## src/rtl/fp_div_seq.sv

```systemverilog
// Sequential Q16.16 signed divider: restoring radix-2, one quotient bit per clock, valid/ready on both sides.
// Define FP_DIV_ROUND_EN to compute one extra quotient bit and round half away from zero.
module fp_div_seq #(
  parameter int DATA_WIDTH = 32,
  parameter int FRAC_BITS  = 16
) (
  input  logic                  clk,
  input  logic                  rst,
  input  logic                  in_valid,
  output logic                  in_ready,
  input  logic [DATA_WIDTH-1:0] dividend,
  input  logic [DATA_WIDTH-1:0] divisor,
  output logic                  out_valid,
  input  logic                  out_ready,
  output logic [DATA_WIDTH-1:0] quotient,
  output logic                  div_by_zero,
  output logic                  overflow
);
  localparam int ITERS = DATA_WIDTH + FRAC_BITS;
`ifdef FP_DIV_ROUND_EN
  localparam int QBITS = ITERS + 1;
`else
  localparam int QBITS = ITERS;
`endif
  localparam int CW = $clog2(QBITS + 1);
  localparam logic [DATA_WIDTH-1:0] POS_SAT = {1'b0, {(DATA_WIDTH-1){1'b1}}};
  localparam logic [DATA_WIDTH-1:0] NEG_SAT = {1'b1, {(DATA_WIDTH-1){1'b0}}};
  localparam logic [QBITS:0] POS_LIM = {{(QBITS-DATA_WIDTH+1){1'b0}}, POS_SAT};
  localparam logic [QBITS:0] NEG_LIM = {{(QBITS-DATA_WIDTH+1){1'b0}}, NEG_SAT};

  typedef enum logic [1:0] {IDLE, CALC, DONE} state_t;

  state_t                state_q, state_d;
  logic                  sign_q, sign_d;
  logic [DATA_WIDTH-1:0] divr_q, divr_d;
  logic [QBITS-1:0]      num_q, num_d;
  logic [DATA_WIDTH-1:0] rem_q, rem_d;
  logic [QBITS-1:0]      qm_q, qm_d;
  logic [CW-1:0]         cnt_q, cnt_d;
  logic                  vld_q, vld_d;
  logic [DATA_WIDTH-1:0] quo_q, quo_d;
  logic                  dz_q, dz_d;
  logic                  ov_q, ov_d;

  logic [DATA_WIDTH-1:0] mag_a, mag_b;
  logic [DATA_WIDTH:0]   rem_sh;
  logic                  rem_ge;
  logic [QBITS:0]        qfin;

  assign mag_a  = dividend[DATA_WIDTH-1] ? -dividend : dividend;
  assign mag_b  = divisor[DATA_WIDTH-1]  ? -divisor  : divisor;
  // Remainder stays below |b| <= 2^(W-1), so W bits hold it; the shifted trial needs W+1.
  assign rem_sh = {rem_q, num_q[QBITS-1]};
  assign rem_ge = rem_sh >= {1'b0, divr_q};
`ifdef FP_DIV_ROUND_EN
  assign qfin = ({1'b0, qm_q} + 1'b1) >> 1;
`else
  assign qfin = {1'b0, qm_q};
`endif

  assign in_ready    = (state_q == IDLE) && !rst;
  assign out_valid   = vld_q;
  assign quotient    = quo_q;
  assign div_by_zero = dz_q;
  assign overflow    = ov_q;

  always_comb begin
    state_d = state_q;
    sign_d  = sign_q;
    divr_d  = divr_q;
    num_d   = num_q;
    rem_d   = rem_q;
    qm_d    = qm_q;
    cnt_d   = cnt_q;
    vld_d   = vld_q;
    quo_d   = quo_q;
    dz_d    = dz_q;
    ov_d    = ov_q;
    case (state_q)
      IDLE: begin
        if (in_valid && in_ready) begin
          sign_d = dividend[DATA_WIDTH-1] ^ divisor[DATA_WIDTH-1];
          divr_d = mag_b;
          num_d  = {mag_a, {(QBITS-DATA_WIDTH){1'b0}}};
          rem_d  = '0;
          qm_d   = '0;
          cnt_d  = '0;
          if (divisor == '0) begin
            state_d = DONE;
            dz_d    = 1'b1;
            ov_d    = 1'b0;
            quo_d   = (dividend == '0) ? '0 :
                      (dividend[DATA_WIDTH-1] ? NEG_SAT : POS_SAT);
          end else begin
            state_d = CALC;
          end
        end
      end
      CALC: begin
        if (cnt_q == CW'(QBITS)) begin
          state_d = DONE;
          vld_d   = 1'b1;
          dz_d    = 1'b0;
          ov_d    = 1'b0;
          if (!sign_q && qfin > POS_LIM) begin
            quo_d = POS_SAT;
            ov_d  = 1'b1;
          end else if (sign_q && qfin > NEG_LIM) begin
            quo_d = NEG_SAT;
            ov_d  = 1'b1;
          end else begin
            quo_d = sign_q ? -qfin[DATA_WIDTH-1:0] : qfin[DATA_WIDTH-1:0];
          end
        end else begin
          num_d = num_q << 1;
          cnt_d = cnt_q + CW'(1);
          qm_d  = {qm_q[QBITS-2:0], rem_ge};
          rem_d = rem_ge ? DATA_WIDTH'(rem_sh - {1'b0, divr_q}) : rem_sh[DATA_WIDTH-1:0];
        end
      end
      DONE: begin
        // The divide-by-zero path enters DONE with valid low; raise it one clock later.
        if (!vld_q) begin
          vld_d = 1'b1;
        end else if (out_ready) begin
          vld_d   = 1'b0;
          state_d = IDLE;
        end
      end
      default: state_d = IDLE;
    endcase
  end

  always_ff @(posedge clk) begin
    if (rst) begin
      state_q <= IDLE;
      sign_q  <= 1'b0;
      divr_q  <= '0;
      num_q   <= '0;
      rem_q   <= '0;
      qm_q    <= '0;
      cnt_q   <= '0;
      vld_q   <= 1'b0;
      quo_q   <= '0;
      dz_q    <= 1'b0;
      ov_q    <= 1'b0;
    end else begin
      state_q <= state_d;
      sign_q  <= sign_d;
      divr_q  <= divr_d;
      num_q   <= num_d;
      rem_q   <= rem_d;
      qm_q    <= qm_d;
      cnt_q   <= cnt_d;
      vld_q   <= vld_d;
      quo_q   <= quo_d;
      dz_q    <= dz_d;
      ov_q    <= ov_d;
    end
  end
endmodule

```

## config.mk

```make
export PLATFORM = sky130hd
export DESIGN_NAME = fp_div_seq
export DESIGN_NICKNAME = d
export VERILOG_FILES = /design/src/rtl/fp_div_seq.sv
export SDC_FILE = /design/constraint.sdc
export NUM_CORES = 1
export LEC_CHECK = 0
export ABC_AREA = 0
export CAP_MARGIN = 0
export CORE_MARGIN = 2
export CORE_UTILIZATION = 60
export CTS_BUF_LIST = sky130_fd_sc_hd__clkbuf_8
export DETAILED_ROUTE_END_ITERATION = 7
export PLACE_DENSITY = 0.83
export SLEW_MARGIN = 15
export SYNTH_ARGS = -nofsm -noshare
export SYNTH_HDL_FRONTEND = slang
export SYNTH_SLANG_ARGS = --single-unit
```

## constraint.sdc

```tcl
create_clock -name clk -period 4.95 [get_ports clk]
set_clock_uncertainty 0.1 [all_clocks]
set_input_delay 1.485 -clock clk [delete_from_list [all_inputs] [get_ports clk]]
set_output_delay 1.485 -clock clk [all_outputs]
set_load 0.01 [all_outputs]
```

After elaboration in Yosys (flattened, before gate mapping)
Index checks and enable logic that the tools add are counted.
- magnitude comparators: 3
- div/mod/pow operators: 0
- add/sub/neg operators: 5
- shifts and indexed selects: 0
- equality and inequality tests: 9
- multiplexer cells: 44
- bitwise operators: 1
- reduce and logical (&&, ||, !) cells: 16
- multipliers: 0
- operator list (cell ; count):
    2-to-1 mux 32 bit ; 13
    2-to-1 mux 48 bit ; 4
    one-hot mux 48 bit (2 select lines) ; 2
    one-hot mux 32 bit (2 select lines) ; 2
    negator 32 bit ; 3
    zero test 32 bit ; 2
    > comparator 48 x 31 -> 1 bit (second input constant) ; 1
    > comparator 48 x 32 -> 1 bit (second input constant) ; 1
    greater-or-equal comparator 33 x 32 -> 1 bit ; 1
    subtractor 32 bit ; 1
    2-to-1 mux 6 bit ; 2
    one-hot mux 6 bit (2 select lines) ; 1
    2-to-1 mux 1 bit ; 11
    2-to-1 mux 2 bit ; 5
    != test 2 bit (second input constant) ; 4
    AND reduction 4 bit ; 2
    adder 6 x 1 -> 6 bit (second input constant) ; 1
    equality test 6 bit (second input constant) ; 1
    one-hot mux 1 bit (2 select lines) ; 3
    one-hot mux 2 bit (3 select lines) ; 1
    logical AND 1 bit ; 4
    != test 2 x 1 -> 1 bit (second input constant) ; 2
    AND reduction 2 bit ; 2
    nonzero test 2 bit ; 2
    other kinds (6) ; 7
- memories kept: 0
- bits in latches: 0
- ROM bits: 0
- register bits: 204
- output and inout port bits: 36
- memory bits (writable): 0

Logic depth before layout (Yosys ltp)
Gate-level depths: netlist of the first run.
- word-level depth: 6
- depth in mapped cells: 13
- gate-level depth less buffers: 12

Least setup slack after synthesis of the first run
OpenSTA, ideal clock, no wires.
- path kind: input -> register
- start: in divisor[9]
- end: reg quo_q[0], in the netlist quotient[0]
- setup time: 0.146 ns
- arrival: 3.881 ns
- stages on the path: 9
- path buffers: 1
- slack: 0.823 ns
- path through: or4_4 -> or4_4 -> or3_4 -> or2_4 -> nor4_4 -> a21oi_2 -> a21oi_4 -> buf_6 -> a211oi_2
- word-level cells in the longest chain between the ends: 3
- RTL lines (what ; line ; text):
    start, declared ; 12 ; input logic [DATA_WIDTH-1:0] divisor,
    zero test 32 bit ; 88 ; if (divisor == '0) begin
    != test 2 x 1 -> 1 bit (no source line) ; -- ;
    AND reduction 4 bit (no source line) ; -- ;
    end signal, assigned ; 156 ; quo_q <= quo_d;
    end, declared ; 41 ; logic [DATA_WIDTH-1:0] quo_q, quo_d;
No other way between the ends.
A chain may end at the register's enable or synchronous reset.

Worst setup path after layout of the first run
- start: in dividend[0]
- end: reg quo_q[17], in the netlist quotient[17]
- word-level cells in the longest chain between the ends: 5
- RTL lines (what ; line ; text):
    start, declared ; 11 ; input logic [DATA_WIDTH-1:0] dividend,
    zero test 32 bit ; 92 ; quo_d = (dividend == '0) ? '0 :
    2-to-1 mux 32 bit ; 92 ;
    2-to-1 mux 32 bit ; 88 ;
    2-to-1 mux 32 bit ; 81 ; if (in_valid && in_ready) begin
    one-hot mux 32 bit (2 select lines) ; 79 ; case (state_q)
No other way between the ends. The select of a mux whose other input is x is not followed.

==> reports/metrics.yaml, run 1 <==
final_layout_size_suffix_gt1_share_pct: 7.15
cp_data_required_time_ns: 5.17
antenna_found_initial: 0
p_per_area_mw_per_mm2: 296
cts.sinks: 188
grt_max_degree: 84
use_met3_pct: 4.79
synth_fa_ha_area_share_pct: 4.35
period_minus_slack_ns: 4.49
cts_tree: "yes"
finish.utilization_pct: 70.1
end_kind: "flip-flop"
postSynthAreaPerCell_sq_um: 7.86
hold_slack_ns: 0.361
max_freq_mhz: 223
diodes: 0
start_kind: "input port"
grt_pass1_wl_microns: 45500
irDropWorstVdd_mv: 0.190
core_sq_mm: 0.0181
slew_headroom_pct: 32.9
die_y_microns: 140
synth_compound_area_share_pct: 23.1
stdcell_area_sq_mm: 0.0127
wl_microns: 27200
die_area_sq_mm: 0.0196
setup_tns_ns: 0
syn_to_final_growth_pct: 14.0
post-dp-hpwl_microns: 18600
grtUsageTotal_pct: 27.7
dominantRegCellSynth: "dfxtp_1"
setup_violations: 0
critPathArrivalTime_ns: 4.70
dp.cells: 1679
tightest_slew_ns: 1.01
ys_async_sr_fraction_pct: 0
insertion_delay_ns: 0.48
grt_busiest_layer: "met2"
power_leakage_nw: 4.64
n_fill_cell: 1454
grt_pass1_vias: 9626
vias: 10300
path_clk_slew_ns: 0.10
clock_path_buffers: 2
die_x_microns: 140
synth_warnings: 0
port_buffers: 103
netlist_area_sq_mm: 0.0111
cap_violations: 0
synth-seq-area-share_pct: 33.9
synthesis.nets: 1519
cts_made_buffers: 17
synth.mux.area_fraction_pct: 2.25
grt_use_met1_pct: 36.5
vias_per_cell: 6.03
cts-htree-levels: 4
start_util_pct: 61.4
hold_class: "reg -> reg"
ant_nets: 0
clockRootBuffer: "clkbuf_8"
postCtsSetupBuffers: 0
finalHoldViolations: 0
overflow: 0
fin_ws_ns: 0.463
drc: 5
routabilityCongestion: 0.967
synth_cell_type_count: 65
maxSlewViolCount: 0
ys_ff_latch: 188
drtIter0Drc: 874
syn_inst: 1413
synth_xor_area_share_pct: 9.54
power_mw: 3.75
failed_checks: "DRC"
post_dp_cell_area_sq_mm: 0.0123
pre_cts_slack_ns: -0.000103
synth_edf_count: 0
fin_crit_sh_pct: 90.6
cp_max_fo: 29
met2_usage_pct: 47.1
outcome: "finished, violations left"
rows: 49
ios: 104
drtPass1Iterations: 7
cts_hold_buffers: 0
finish.net_count: 1575
routed_wire_length_per_instance_microns: 15.9
crit_type: "in -> reg"
yosys.area_share.simple_pct: 21.3
fin_cells: 1711
cts_resized: 0
rsz0062_at_grt: "false"
synth_top_family_by_area: "compound AO/OA/AOI/OAI gates"
worst max-delay path, stage by stage:
cell	delay (ns)
clkdlybuf4s50_1	0.45
inv_1	0.08
ha_1	0.15
or3b_2	0.48
or3_1	0.45
nor3_1	0.29
nand3b_1	0.18
nor4_1	0.18
o21ai_0	0.27
and2_1	0.25
buf_4	0.22
nand2b_1	0.13
a211oi_2	0.07
registers in the layout (all words and copies together) (netlist names):
signal,flops
qm_q,48
divr_q,32
num_q,32
quotient,32
rem_q,32
cnt_q,6
state_q,2
div_by_zero,1
out_valid,1
overflow,1
sign_q,1
cells by family (layout without fill, tap and decap cells):
kind of cell               after synthesis  in the layout
and+or+nand+nor                        504            504
adders and majority gates               38             38
xor gates and xnor gates               121            121
buffers and inverters                  149            218
AOI/OAI and AO/OA                      388            388
DFF                                    188            188
muxes                                   25             25
per-layer routing:
layer	up-vias	part of all wire, %	wire length (microns)
met5	-	0	0
met4	0	1.5	420
met3	38	5.1	1390
met2	310	48	13100
met1	4866	45	12300
li1	5111	-	-
report_power, final:
part,total (mW),internal [mW],leakage [nW],switching (mW)
Combinational,1.09,0.457,2.91,0.636
Sequential,1.62,1.58,1.53,0.0431
Clock,1.04,0.459,0.201,0.577
Total,3.75,2.50,4.64,1.26
placed cells by master, fill, tap and decap left out, drive strengths merged, types with 13 or more instances in the layout:
cell type	instances
nand2	194
dfxtp	188
a21oi	115
o21ai	103
clkdlybuf4s50	102
nor2	99
nand3	79
xor2	71
inv	61
a211oi	52
xnor2	50
ha	37
or3	37
o31ai	31
buf	28
mux2i	25
clkbuf	17
nor3	17
nor4	16
a21o	15
o41ai	13
worst paths after layout:
check | start | endpoint | slack [ns] | cells after the start
min | num_q[22]$_SDFFE_PP0P_ | num_q[22]$_SDFFE_PP0P_ | 0.36 | 2
min reg2reg | num_q[22]$_SDFFE_PP0P_ | num_q[22]$_SDFFE_PP0P_ | 0.36 | 2
max | dividend[0] | quotient[17]$_SDFFE_PP0P_ | 0.46 | 13
max reg2reg | divr_q[3]$_SDFFE_PP0P_ | rem_q[31]$_SDFFE_PP0P_ | 1.43 | 10
final cells by class:
cell class                      instances  area [sq um]  area share (%)
Clock buffer                           17           234            1.85
Inverter                               56           210            1.66
Clock inverter                         15           166            1.31
Multi-Input combinational cell       1076          6770            53.4
Timing Repair Buffer                  130          1240            9.81
Tap cell                              229           287            2.26
Sequential cell                       188          3760            29.7
synthesized netlist by cell type (3+ instances only):
cell type / instances / share of area [%]
a211oi_1: 25 / 1.7
a211oi_2: 27 / 3.0
a21o_1: 14 / 0.95
a21oi_1: 113 / 5.1
a221o_1: 6 / 0.54
a22o_1: 3 / 0.24
a31oi_1: 8 / 0.45
and2_1: 6 / 0.34
and3_1: 7 / 0.39
buf_1: 4 / 0.14
buf_2: 4 / 0.18
buf_6: 6 / 0.61
clkbuf_1: 78 / 2.6
dfxtp_1: 188 / 34
ha_1: 37 / 4.2
inv_1: 55 / 1.9
mux2i_1: 25 / 2.3
nand2_1: 194 / 6.6
nand2b_1: 12 / 0.68
nand3_1: 79 / 3.6
nand4_1: 9 / 0.51
nor2_1: 99 / 3.3
nor2b_1: 5 / 0.28
nor3_1: 16 / 0.72
nor4_1: 14 / 0.79
o211ai_1: 12 / 0.81
o21a_1: 8 / 0.54
o21ai_0: 103 / 4.6
o21bai_1: 5 / 0.34
o31ai_1: 31 / 2.1
o41ai_1: 12 / 0.95
or3_1: 36 / 2.0
or4_1: 10 / 0.68
xnor2_1: 50 / 3.9
xor2_1: 71 / 5.6
Power figures use the tool's default switching activity.
==> run 2: changes to the inputs <==
--- a/config.mk
+++ b/config.mk
@@ -11,7 +11,9 @@
 export CORE_UTILIZATION = 60
 export CTS_BUF_LIST = sky130_fd_sc_hd__clkbuf_8
 export DETAILED_ROUTE_END_ITERATION = 7
+export GPL_TIMING_DRIVEN = 0
 export PLACE_DENSITY = 0.83
+export REMOVE_ABC_BUFFERS = 1
 export SLEW_MARGIN = 15
 export SYNTH_ARGS = -nofsm -noshare
 export SYNTH_HDL_FRONTEND = slang
==> constraint.sdc (replaced) <==
create_clock -name clk -period 4.95 [get_ports clk]
set_clock_uncertainty 0.1 [all_clocks]
set_input_delay 0.7425 -clock clk [delete_from_list [all_inputs] [get_ports clk]]
set_output_delay 0.7425 -clock clk [all_outputs]
set_load 0.01 [all_outputs]
==> reports/metrics.yaml, run 2 (synthesis gave the netlist of run 1 again) <==
r2r-start: "qm_q[2]$_SDFFE_PP0P_"
failed_checks: "DRC"
cts-htree-levels: 4
power_leakage_nw: 4.61
crit_family: "simple AND/OR/NAND/NOR gates"
slew_headroom_pct: 28.4
grt_max_degree: 84
fin_crit_sh_pct: 86.2
finish.utilization_pct: 70.0
cts.sinks: 188
drc: 4
vias_per_cell: 6.06
cp_max_fo: 29
hold_path_end: "num_q[23]$_SDFFE_PP0P_"
fin_ws_ns: 0.684
antenna_found_initial: 0
critPathArrivalTime_ns: 4.51
diodes: 0
overflow: 0
layout_commonest_cell: "nand2_1"
grt_busiest_layer: "met2"
core_sq_mm: 0.0181
drtIter0Drc: 725
fin_cells: 1692
post_dp_cell_area_sq_mm: 0.0123
setup_tns_ns: 0
cts_made_buffers: 17
r2r_cells: 8
cp_data_required_time_ns: 5.19
wl_microns: 26800
p_per_area_mw_per_mm2: 293
cts_resized: 0
grt_use_met1_pct: 36.2
hold_depth: 2
irDropWorstVdd_mv: 0.196
routabilityCongestion: 0.902
crit_slowest_cell: "or4_1"
rows: 49
clock_path_buffers: 2
cts_hold_buffers: 0
path_clk_slew_ns: 0.10
ios: 104
tightest_slew_ns: 1.07
cts_tree: "yes"
path_cells: "clkdlybuf4s50_1, or4_1, nor4_1, nor3b_1, nand3b_1, nor4_1, o21ai_0, and2_1, nand2_1, a211oi_2"
syn_to_final_growth_pct: 13.9
grt_pass1_wl_microns: 45600
grt_pass1_vias: 9719
reg2reg_slack_ns: 0.88
power_mw: 3.71
postCtsSetupBuffers: 0
drtPass1Iterations: 8
die_x_microns: 140
finish.net_count: 1559
final_cell_mix: "nand2_1, dfxtp_1, a21oi_1, o21ai_0, clkdlybuf4s50_1"
grtUsageTotal_pct: 27.6
finalHoldViolations: 0
maxSlewViolCount: 0
cap_violations: 0
outcome: "finished, violations left"
path_buf_inv: 1
clockRootBuffer: "clkbuf_8"
pre_cts_slack_ns: -0.0946
regMostFlops: "qm_q"
die_y_microns: 140
worstHoldStart: "num_q[23]$_SDFFE_PP0P_"
critPathMostFrequentCell: "nor4_1"
hold_class: "reg -> reg"
ant_nets: 0
largest_reg_flops: 48
start_util_pct: 61.4
hold_slack_ns: 0.360
use_met3_pct: 4.96
rsz0062_at_grt: "false"
start_kind: "input port"
dp.cells: 1662
die_area_sq_mm: 0.0196
setup_violations: 0
met2_usage_pct: 45.9
crit_type: "in -> reg"
routed_wire_length_per_instance_microns: 15.8
critPathMaxStageDelay_ns: 0.62
insertion_delay_ns: 0.48
stdcell_area_sq_mm: 0.0127
final_layout_size_suffix_gt1_share_pct: 6.36
max_freq_mhz: 234
end_kind: "flip-flop"
worstReg2RegEnd: "quotient[4]$_SDFFE_PP0P_"
period_minus_slack_ns: 4.27
port_buffers: 103
post-dp-hpwl_microns: 18700
vias: 10300
-- run 2: layout make-up --
class                           count  area [sq um]
Clock buffer                       19           262
Clock inverter                     10          93.8
Fill cell                        1455          5430
Inverter                           56           210
Multi-Input combinational cell   1076          6780
Sequential cell                   188          3760
Tap cell                          229           287
Timing Repair Buffer              114          1250
-- run 2: worst min-delay path, cell delays in order, from the launching register on --
cell     delay, ns
dfxtp_1       0.32
nand2_1       0.05
a21oi_1       0.05
-- run 2: routing by layer --
layer	wire length, microns	up-vias
met5	0	-
met4	637	0
met3	1290	51
met2	12700	297
met1	12200	4833
li1	-	5075
-- run 2: where the power goes --
group	internal, mW	switching, mW	leakage, nW	total, mW
logic	0.478	0.641	2.90	1.12
registers	1.58	0.0440	1.53	1.62
clock network	0.418	0.552	0.188	0.970
-- run 2: worst max-delay path by stage --
stage | startpoint | end | slack (ns) | depth (start not counted)
finish | dividend[16] | quotient[4]$_SDFFE_PP0P_ | 0.68 | 10
global route | dividend[0] | quotient[24]$_SDFFE_PP0P_ | 0.55 | 12
CTS | divisor[2] | quotient[14]$_SDFFE_PP0P_ | 0.40 | 10
detailed placement | divisor[2] | quotient[14]$_SDFFE_PP0P_ | -0.09 | 10
global placement | rst | rem_q[29]$_SDFFE_PP0P_ | -6.64 | 7
floorplan | state_q[1]$_SDFFE_PP0P_ | cnt_q[5]$_SDFFE_PP0P_ | -0.27 | 6
==> run 3: changes to the inputs <==
--- a/config.mk
+++ b/config.mk
@@ -5,14 +5,14 @@
 export SDC_FILE = /design/constraint.sdc
 export NUM_CORES = 1
 export LEC_CHECK = 0
-export ABC_AREA = 0
+export ABC_AREA = 1
 export CAP_MARGIN = 0
 export CORE_MARGIN = 2
 export CORE_UTILIZATION = 60
 export CTS_BUF_LIST = sky130_fd_sc_hd__clkbuf_8
 export DETAILED_ROUTE_END_ITERATION = 7
 export GPL_TIMING_DRIVEN = 0
-export PLACE_DENSITY = 0.83
+export PLACE_DENSITY = 0.82
 export REMOVE_ABC_BUFFERS = 1
 export SLEW_MARGIN = 15
 export SYNTH_ARGS = -nofsm -noshare
==> reports/metrics.yaml, run 3 <==
outcome: "complete, no violations"
port_buffers: 103
end_kind: "flip-flop"
dominantRegCellSynth: "dfxtp_1"
stdcell_area_sq_mm: 0.0144
finalHoldViolations: 0
cts_made_buffers: 17
irDropWorstVdd_mv: 0.491
fin_crit_sh_pct: 74.5
diodes: 0
power_leakage_nw: 6.75
worstReg2RegEnd: "rem_q[29]$_SDFFE_PP0P_"
core_sq_mm: 0.0210
hold_depth: 2
synth_edf_count: 0
final_layout_size_suffix_gt1_share_pct: 4.40
overflow: 0
reg2reg_slack_ns: 1.26
layout_commonest_cell: "nand2_1"
rsz0062_at_grt: "false"
setup_violations: 0
routed_wire_length_per_instance_microns: 14.8
r2r_cells: 14
cp_max_fo: 33
final_cell_mix: "nand2_1, inv_1, nor2_1, dfxtp_1, a21oi_1"
fin_cells: 2436
clockRootBuffer: "clkbuf_8"
synth.most_common_cell: "nand2_1"
synth_cell_type_count: 53
die_x_microns: 151
finish.net_count: 2254
drc: 0
insertion_delay_ns: 0.49
slew_headroom_pct: 32.4
synth_top_cell_area_share_pct: 29.2
cts-htree-levels: 4
power_mw: 5.14
cp_data_required_time_ns: 5.21
antenna_found_initial: 0
drtPass1Iterations: 6
ys_async_sr_fraction_pct: 0
grt_pass1_vias: 11900
vias: 13400
post-dp-hpwl_microns: 26200
crit_path_start: "divr_q[7]$_SDFFE_PP0P_"
worstHoldStart: "num_q[21]$_SDFFE_PP0P_"
period_minus_slack_ns: 3.69
dp.cells: 2404
rows: 53
ys_ff_latch: 188
cts.sinks: 188
vias_per_cell: 5.51
synth.area.top_cells: "dfxtp_1, nand2_1, inv_1"
yosysTopAreaCell: "dfxtp_1"
syn_to_final_growth_pct: 11.4
routabilityCongestion: 0.948
die_area_sq_mm: 0.0227
maxSlewViolCount: 0
ant_nets: 0
hold_class: "reg -> reg"
hold_slack_ns: 0.371
die_y_microns: 151
regMostFlops: "qm_q"
crit_type: "reg -> reg"
post_dp_cell_area_sq_mm: 0.0139
hold_path_end: "num_q[21]$_SDFFE_PP0P_"
max_freq_mhz: 271
start_util_pct: 61.3
drtIter0Drc: 1079
path_clk_slew_ns: 0.11
grtUsageTotal_pct: 32.0
grt_max_degree: 103
wl_microns: 36000
syn_inst: 2107
ios: 104
tightest_slew_ns: 1.01
grt_pass1_wl_microns: 58400
r2r-start: "divr_q[7]$_SDFFE_PP0P_"
p_per_area_mw_per_mm2: 358
postSynthAreaPerCell_sq_um: 6.12
cts_hold_buffers: 0
yosys-top-cells-count: "nand2_1, inv_1, nor2_1"
critPathArrivalTime_ns: 3.94
synth_warnings: 0
cts_tree: "yes"
synth-seq-area-share_pct: 29.2
netlist_area_sq_mm: 0.0129
start_kind: "flip-flop"
postCtsSetupBuffers: 0
cts_resized: 0
cap_violations: 0
largest_reg_flops: 48
clock_path_buffers: 2
run 3: layout make-up:
class | instances | area [sq um]
sequential | 188 | 3760
multi-input combinational | 1562 | 7680
tap | 275 | 344
inverter | 272 | 1030
clock inverter | 15 | 176
fill | 1974 | 6670
clock buffer | 17 | 234
timing repair buffer | 107 | 1120
run 3: cells by family after synthesis:
family	share of synthesized area, %
compound gates	15.8
simple gates	36.1
fa+ha+maj	3.75
buf+inv	11.3
flops	29.2
xor+xnor	3.81
run 3: routing by layer:
layer / wire length [microns] / up-vias / track usage, %
li1: - / 6791 / -
met1: 17200 / 6125 / 47.2
met2: 15900 / 471 / 48.9
met3: 2490 / 45 / 4.97
met4: 473 / 0 / 7.26
met5: 0 / - / 0
run 3: worst max-delay path by stage:
| stage | endpoint | cells past startpoint |
|---|---|---|
| final | rem_q[29]$_SDFFE_PP0P_ | 14 |
| after global routing | rem_q[21]$_SDFFE_PP0P_ | 14 |
| after CTS | cnt_q[4]$_SDFFE_PP0P_ | 11 |
| after detailed placement | cnt_q[4]$_SDFFE_PP0P_ | 11 |
| after global placement | num_q[21]$_SDFFE_PP0P_ | 8 |
| after floorplan | num_q[19]$_SDFFE_PP0P_ | 7 |
run 3: worst max-delay path, cell delays in order, from the launching register on:
cell and delay (ns):
dfxtp_1 0.33, inv_1 0.10, ha_1 0.37, nand2_1 0.13, inv_1 0.05, a21oi_1 0.26, nand3_2 0.22, nand2_1 0.13
nand2_1 0.08, nand2_2 0.55, nand2_2 0.64, nand2_1 0.37, nand2_1 0.08, nand2_1 0.07, a21oi_1 0.06
run 3: metrics by stage:
step           utilization [%]  setup TNS (ns)  setup slack (ns)
4_1_cts                   68.3               0              1.10
6_report                  68.3               0              1.26
3_5_place_dp              66.4               0             0.601
3_3_place_gp              65.8         -795.06             -6.23
2_1_floorplan                -               0             0.367
5_1_grt                   68.3               0             0.995
run 3: report_power, final:
group | switching [mW] | internal (mW)
clock | 0.650 | 0.429
combinational | 1.47 | 0.734
sequential | 0.115 | 1.75
